`src/rtl/sme_rng_dispenser.sv`:
```
// Consumer-side front end for the SME random number source: requests a refill,
// captures the wide random bus into a word bank and streams each word exactly once.
module sme_rng_dispenser #(
    parameter int unsigned XLEN = 32,
    parameter int unsigned SMAX = 3
) (
    input  logic                                          g_clk,
    input  logic                                          g_resetn,
    output logic                                          g_clk_req,
    output logic                                          rng_update,
    input  logic [(SMAX + SMAX*(SMAX-1)/2)*XLEN-1:0]      rng_in,
    input  logic                                          flush,
    output logic                                          out_valid,
    input  logic                                          out_ready,
    output logic [XLEN-1:0]                               out_data,
    output logic [15:0]                                   refills
);

    localparam int unsigned RMAX = SMAX + SMAX*(SMAX-1)/2;
    localparam int unsigned IDXW = (RMAX > 1) ? $clog2(RMAX) : 1;
    localparam int unsigned CNTW = $clog2(RMAX + 1);
    localparam int unsigned REFW = 16;

    typedef enum logic [1:0] {
        ST_REQ  = 2'd0,
        ST_CAP  = 2'd1,
        ST_FULL = 2'd2
    } state_e;

    state_e            state_q, state_d;
    logic [XLEN-1:0]   bank_q [RMAX];
    logic [XLEN-1:0]   bank_d [RMAX];
    logic [IDXW-1:0]   rd_idx_q, rd_idx_d;
    logic [CNTW-1:0]   count_q, count_d;
    logic [REFW-1:0]   refills_q, refills_d;
    logic [XLEN-1:0]   rd_word;
    logic              fire;

    // Read mux over the bank, selected by the registered read index
    always_comb begin
        rd_word = '0;
        for (int i = 0; i < RMAX; i++) begin
            if (rd_idx_q == IDXW'(i)) begin
                rd_word = bank_q[i];
            end
        end
    end

    assign out_valid  = (state_q == ST_FULL) && (count_q != '0);
    assign out_data   = out_valid ? rd_word : '0;
    assign fire       = out_valid && out_ready;
    assign rng_update = (state_q == ST_REQ);
    assign g_clk_req  = (state_q != ST_FULL) || out_valid;
    assign refills    = refills_q;

    // Next-state logic; flush overrides every state and any same-cycle handshake
    always_comb begin
        state_d   = state_q;
        rd_idx_d  = rd_idx_q;
        count_d   = count_q;
        refills_d = refills_q;
        for (int i = 0; i < RMAX; i++) begin
            bank_d[i] = bank_q[i];
        end

        if (flush) begin
            state_d  = ST_REQ;
            rd_idx_d = '0;
            count_d  = '0;
            for (int i = 0; i < RMAX; i++) begin
                bank_d[i] = '0;
            end
        end else begin
            unique case (state_q)
                ST_REQ: begin
                    state_d = ST_CAP;
                end
                ST_CAP: begin
                    for (int i = 0; i < RMAX; i++) begin
                        bank_d[i] = rng_in[i*XLEN +: XLEN];
                    end
                    count_d  = CNTW'(RMAX);
                    rd_idx_d = '0;
                    if (refills_q != '1) begin
                        refills_d = refills_q + REFW'(1);
                    end
                    state_d = ST_FULL;
                end
                ST_FULL: begin
                    if (fire) begin
                        for (int i = 0; i < RMAX; i++) begin
                            if (rd_idx_q == IDXW'(i)) begin
                                bank_d[i] = '0;
                            end
                        end
                        count_d = count_q - CNTW'(1);
                        // Last word: park the index at 0 instead of stepping past the bank
                        if (count_q == CNTW'(1)) begin
                            rd_idx_d = '0;
                            state_d  = ST_REQ;
                        end else begin
                            rd_idx_d = rd_idx_q + IDXW'(1);
                        end
                    end else if (count_q == '0) begin
                        state_d = ST_REQ;
                    end
                end
                default: begin
                    state_d = ST_REQ;
                end
            endcase
        end
    end

    always_ff @(posedge g_clk or negedge g_resetn) begin
        if (!g_resetn) begin
            state_q   <= ST_REQ;
            rd_idx_q  <= '0;
            count_q   <= '0;
            refills_q <= '0;
            for (int i = 0; i < RMAX; i++) begin
                bank_q[i] <= '0;
            end
        end else begin
            state_q   <= state_d;
            rd_idx_q  <= rd_idx_d;
            count_q   <= count_d;
            refills_q <= refills_d;
            for (int i = 0; i < RMAX; i++) begin
                bank_q[i] <= bank_d[i];
            end
        end
    end

endmodule

```
`config.mk`:
```
export PLATFORM = sky130hd
export DESIGN_NAME = sme_rng_dispenser
export DESIGN_NICKNAME = d
export VERILOG_FILES = /design/src/rtl/sme_rng_dispenser.sv
export SDC_FILE = /design/constraint.sdc
export NUM_CORES = 1
export LEC_CHECK = 0
export BUFFER_PORTS_ARGS = -buffer_cell sky130_fd_sc_hd__buf_2
export CORE_UTILIZATION = 40
export CTS_CLUSTER_SIZE = 14
export DETAILED_ROUTE_END_ITERATION = 6
export PLACE_DENSITY = 0.66
export SLEW_MARGIN = 20
export SYNTH_ARGS = -nofsm -noshare
export SYNTH_HDL_FRONTEND = slang
export SYNTH_SLANG_ARGS = --single-unit
```
`constraint.sdc`:
```
create_clock -name g_clk -period 4.5 [get_ports g_clk]
set_input_delay 0.675 -clock g_clk [delete_from_list [all_inputs] [get_ports g_clk]]
set_output_delay 0.675 -clock g_clk [all_outputs]
set_load 0.02 [all_outputs]
```
**Yosys cells after proc, flatten, opt, wreduce, memory -nomap -nowiden**

Cells that the tools add are included.

- Bits in registers: 216
- Input bits: 196
- Word-level logic and storage cells: 78

- $add $sub $neg: 3
- Equality and inequality tests: 19
- Muxes and demuxes: 28
- Bitwise gates (word level): 1
- Reduce and logical (&&, ||, !) cells: 17

Operator list:

| cell | number |
|---|---|
| 32-bit two-way mux | 13 |
| 192-bit two-way mux | 2 |
| 192-bit one-hot mux with 2 select lines | 1 |
| 3-bit AND reduction | 7 |
| 16-bit by 1-bit adder with 16-bit output (second input constant) | 1 |
| 16-bit != test (second input constant) | 1 |
| 3-bit two-way mux | 5 |
| 3-bit by 2-bit != test with 1-bit output (second input constant) | 4 |
| 3-bit one-hot mux with 2 select lines | 2 |
| 3-bit != test (second input constant) | 3 |
| 2-bit two-way mux | 4 |
| 4-bit by 3-bit != test with 1-bit output (second input constant) | 2 |
| 3-bit by 1-bit == test with 1-bit output (second input constant) | 2 |
| 3-bit by 2-bit == test with 1-bit output (second input constant) | 2 |
| 3-bit == test (second input constant) | 2 |
| 3-bit logical NOT | 2 |
| 2-bit one-hot mux with 3 select lines | 1 |
| 3-bit nonzero test | 2 |
| 2-bit AND reduction | 2 |
| 3-bit by 1-bit adder with 3-bit output (second input constant) | 1 |
| 3-bit by 1-bit subtractor with 3-bit output (second input constant) | 1 |
| 2-bit by 1-bit == test with 1-bit output (second input constant) | 1 |
| 2-bit == test (second input constant) | 1 |
| 1-bit logical AND | 2 |
| other kinds (4) | 4 |

**Logic depth before layout (Yosys ltp)**

- Depth in word-level cells: 8
- Gate-level depth with buffers: 9
- Gate-level depth less buffers: 6

**Worst setup path after synthesis**

OpenSTA, ideal clock, no wires.

- Kind: register -> output
- Start point: register rd_idx_q[0]
- End point: output out_data[10]
- Arrival: 2160 ps
- Required time: 3825 ps
- Slack: 1665 ps
- Stages on the path, launching flop included: 9
- Buffers on the path: 3
- Cell sequence: dfrtp_1 -> ha_1 -> ha_1 -> clkbuf_1 -> or2_2 -> clkbuf_1 -> clkbuf_1 -> a211o_1 -> a31oi_1

- Longest elaborated chain between the ends: 8

Ends and longest elaborated chain:

| element | line | RTL |
|---|---|---|
| start, declared | 33 | `logic [IDXW-1:0] rd_idx_q, rd_idx_d;` |
| start signal, assigned | 126 | `rd_idx_q <= rd_idx_d;` |
| 3-bit logical NOT | 43 | `if (rd_idx_q == IDXW'(i)) begin` |
| 32-bit two-way mux (5 in a row) | 43 |  |
| 32-bit two-way mux (*) | 43 |  |
| 32-bit two-way mux (*) | 50 | `assign out_data = out_valid ? rd_word : '0;` |
| end, declared | 15 | `output logic [XLEN-1:0] out_data,` |

Mark *: on every way between the ends. The rest lies on a longest branch, timed or not.

**Final worst setup path**

- Start point: register rd_idx_q[1]
- End point: output out_data[31]

Same word-level chain as after synthesis.

==> flow_summary.yaml <==
route:
  drt_drc_violations_left: 0
  routed-via-count: 9260
  ant_nets: 0
  wl_met2_mm: 14.9
  drt-initial-drc-count: 614
  wl_per_cell_um: 19.6
  drt_pre_antenna_iters: 5
  routed_via_density: 5.46
  met3_length_mm: 1.85
  met1_length_mm: 15.8
  routed.top_layer: "met4"
  wl_mm: 33.3
clock_network:
  tritoncts: "done"
  cts-root-buf: "clkbuf_16"
  clkTransAtPathRegs_ns: 0.06
  postCtsHoldBufs: 0
  ctsHtreeMaxLevel: 1
  post-cts-setup-buffers: 0
  clock_tree.buffer_depth: 3
  cts_sinks: 216
  cts_resized: 0
  tritoncts.num_buffers: 24
  clkLatencyLatePin_ns: 0.53
sta:
  final_max_slew_viol_count: 0
  period_share: 0.879
  timing.final.setup_violations: 0
  worst-slew-pin-transition_ns: 0.986
  finalHoldViolCount: 0
  grt_setup_unrepaired: "false"
  timing.fmax_mhz: 253
  hold_ws_ns: 0.239
  timing.final.crit_period_ns: 3.95
  max-slew-margin-rel: 0.343
  tns_ns: 0
  fin_worst_skew_ns: 0.0296
logic_synthesis:
  yosys.cell_types.count: 50
  synth_area_per_cell_um2: 10.0
  synth-compound-area-share: 0.191
  synth_adder_area_share: 0.0100
  synth.top_cell.area_share: 0.482
  post_synth_xor_area_fraction: 0.00703
  postSynthCellCount: 1117
  synth_fp_nets: 1322
  synth_warnings: 0
  ys_seq_area_frac: 0.482
  synth_simple_gate_area_share: 0.138
  syn_area_um2: 11200
  synthMuxAreaShare: 0.0898
  synth_top_family_by_area: "compound AO/OA/AOI/OAI gates"
  ys_ff_latch: 216
  ys_top_cells_by_area: "dfrtp_1, mux2i_1, nand2_1, nor4b_1, a21o_1"
  synthDominantAreaCellType: "dfrtp_1"
worst_setup_path:
  endpoint_kind: "primary output"
  timing.setup.critical_path_class: "reg2out"
  cp.arrival_ns: 3.28
  largest_fanout_on_the_critical_path: 18
  sort_of_element_at_the_start_of_the_critical_path: "register"
  required_ns: 3.83
floorplanning:
  dieArea_um2: 28700
  fp.dieW_um: 169
  initial_core_util: 0.411
  die_h_um: 169
  num_rows: 60
  std_cell_core_area_um2: 27300
  floorplan.io_pins: 247
finish:
  multiInputGateArea_um2: 4940
  number_of_inserted_filler_cells_in_the_final_layout: 2586
  drive_above_1_share: 0.246
  regArea_um2: 5410
  syn2layout_area_growth_pct: 19.5
  nets: 1510
global_route:
  antenna_violations_before_repair: 2
  grt_pass1_wl_mm: 51.4
  pin_count_of_the_biggest_net_entering_global_routing: 113
  grt.overflow.total: 0
  grt_util_all_layers: 0.231
  grt_pass1_vias: 9112
pwr:
  irDropWorstVdd_uv: 231
  power_density_nw_per_um2: 395
  p_leak_nw: 6.78
run_status:
  outcome: "completed"
place:
  number_of_port_buffers: 246
  final_wtd_congestion: 0.877
  place.detailed.hpwl_mm: 22.8
min_path:
  path_type_of_the_worst_min_delay_path: "in2async"
flow_run:
  cap_violations: 0
[placed cells by master (no fill, tap or decap), drive strengths merged, types with 2 or more instances in the layout]
| master | Yosys | routed |
|---|---|---|
| a211o | 32 | 32 |
| a21o | 67 | 67 |
| a21oi | 6 | 6 |
| a221oi | 33 | 33 |
| a31oi | 32 | 32 |
| and2 | 2 | 2 |
| and3 | 2 | 2 |
| buf | 43 | 266 |
| clkbuf | 61 | 37 |
| clkinv | 0 | 5 |
| dfrtp | 216 | 216 |
| diode | 0 | 2 |
| ha | 9 | 9 |
| inv | 105 | 105 |
| mux2 | 4 | 4 |
| mux2i | 96 | 96 |
| nand2 | 172 | 172 |
| nand2b | 2 | 2 |
| nand3 | 9 | 9 |
| nand4 | 6 | 6 |
| nor2 | 13 | 13 |
| nor2b | 3 | 3 |
| nor3 | 6 | 6 |
| nor3b | 2 | 2 |
| nor4 | 4 | 4 |
| nor4b | 65 | 65 |
| o211ai | 2 | 2 |
| o21a | 2 | 2 |
| o21ai | 39 | 39 |
| o221ai | 32 | 32 |
| o31ai | 33 | 33 |
| or2 | 3 | 3 |
| xor2 | 8 | 8 |
[sequential cells by signal, indices dropped and copies added, names as in the netlist]
| register | flops |
|---|---|
| rd_idx_q | 3 |
| bank_q | 192 |
| state_q | 2 |
| count_q | 3 |
| refills | 16 |
[through the flow]
step / utilization / total power, mW / setup WS (ns) / std cells / area, um^2
final: 0.491 / 5.29 / 0.546 / 1696 / 13400
after CTS: 0.491 / 5.32 / 0.498 / 1694 / 13400
after detailed placement: 0.464 / 3.43 / 1.08 / 1651 / 12600
after floorplan: - / 3.07 / 1.66 / 1117 / 11200
after global placement: 0.464 / 3.41 / 1.14 / 1651 / 12600
after global routing: 0.491 / 5.52 / 0.309 / 1695 / 13400
[kinds of logic (layout without fill, tap and decap cells)]
family	count (synthesis)	after routing
simple gates	291	291
buf+inv	209	414
fa+ha+maj	9	9
xor+xnor	9	9
compound gates	283	283
other cells	0	2
flops	216	216
mux	100	100
[Yosys cell counts (all sizes together)]
cell	count
ha	9
a22o	1
and4	1
or3b	1
clkbuf	61
a41o	1
o31a	1
o211ai	2
o21bai	1
nor4	4
nand2	172
nor2	13
buf	43
nand2b	2
nor3	6
o31ai	33
o221ai	32
a21oi	6
a21o	67
o21a	2
inv	105
mux2i	96
or2	3
a221oi	33
nor2b	3
and2	2
mux2	4
dfrtp	216
a211o	32
nand3	9
and3	2
a31oi	32
xor2	8
nor3b	2
a311oi	1
xnor2	1
nand4	6
o21ai	39
nor4b	65
[final cells by class]
cell class | instances | area share
multi-input cells | 692 | 0.369
inverters | 105 | 0.0294
diodes | 2 | 0.000374
flip-flops and latches | 216 | 0.404
well taps | 372 | 0.0348
repair buffers | 266 | 0.107
clock inverters | 6 | 0.00327
clock buffers | 37 | 0.0530
[path summary, 6_finish.rpt]
path / start / endpoint / slack, ns / depth (start not counted)
hold / removal: g_resetn / refills[15] / 0.24 / 1
setup / recovery: rd_idx_q[1] / out_data[31] / 0.55 / 8
hold reg to reg: bank_q[40] / bank_q[40] / 0.48 / 1
min in group g_clk: rng_in[120] / bank_q[88] / 0.38 / 3
setup reg to reg: rd_idx_q[1] / bank_q[25] / 1.58 / 7
max in group asynchronous: g_resetn / bank_q[69] / 3.17 / 2
[report_power, final]
group | switching, mW | internal (mW)
Sequential | 0.175 | 2.22
Clock | 0.797 | 1.08
Combinational | 0.597 | 0.412
[critical path: stages, from the launching register on]
cell and delay, ns:
dfrtp_1 0.39, inv_1 0.07, ha_1 0.38, nor2b_2 0.54
buf_4 0.33, a221oi_1 0.10, a211o_1 0.29, a31oi_1 0.38
buf_2 0.25
[per-layer routing]
metal | vias up | track usage
met4 | 0 | 0.0678
met5 | - | 0
li1 | 4366 | -
met1 | 4558 | 0.341
met3 | 46 | 0.0324
met2 | 290 | 0.351
No activity file was read; power rests on OpenSTA's default activity.
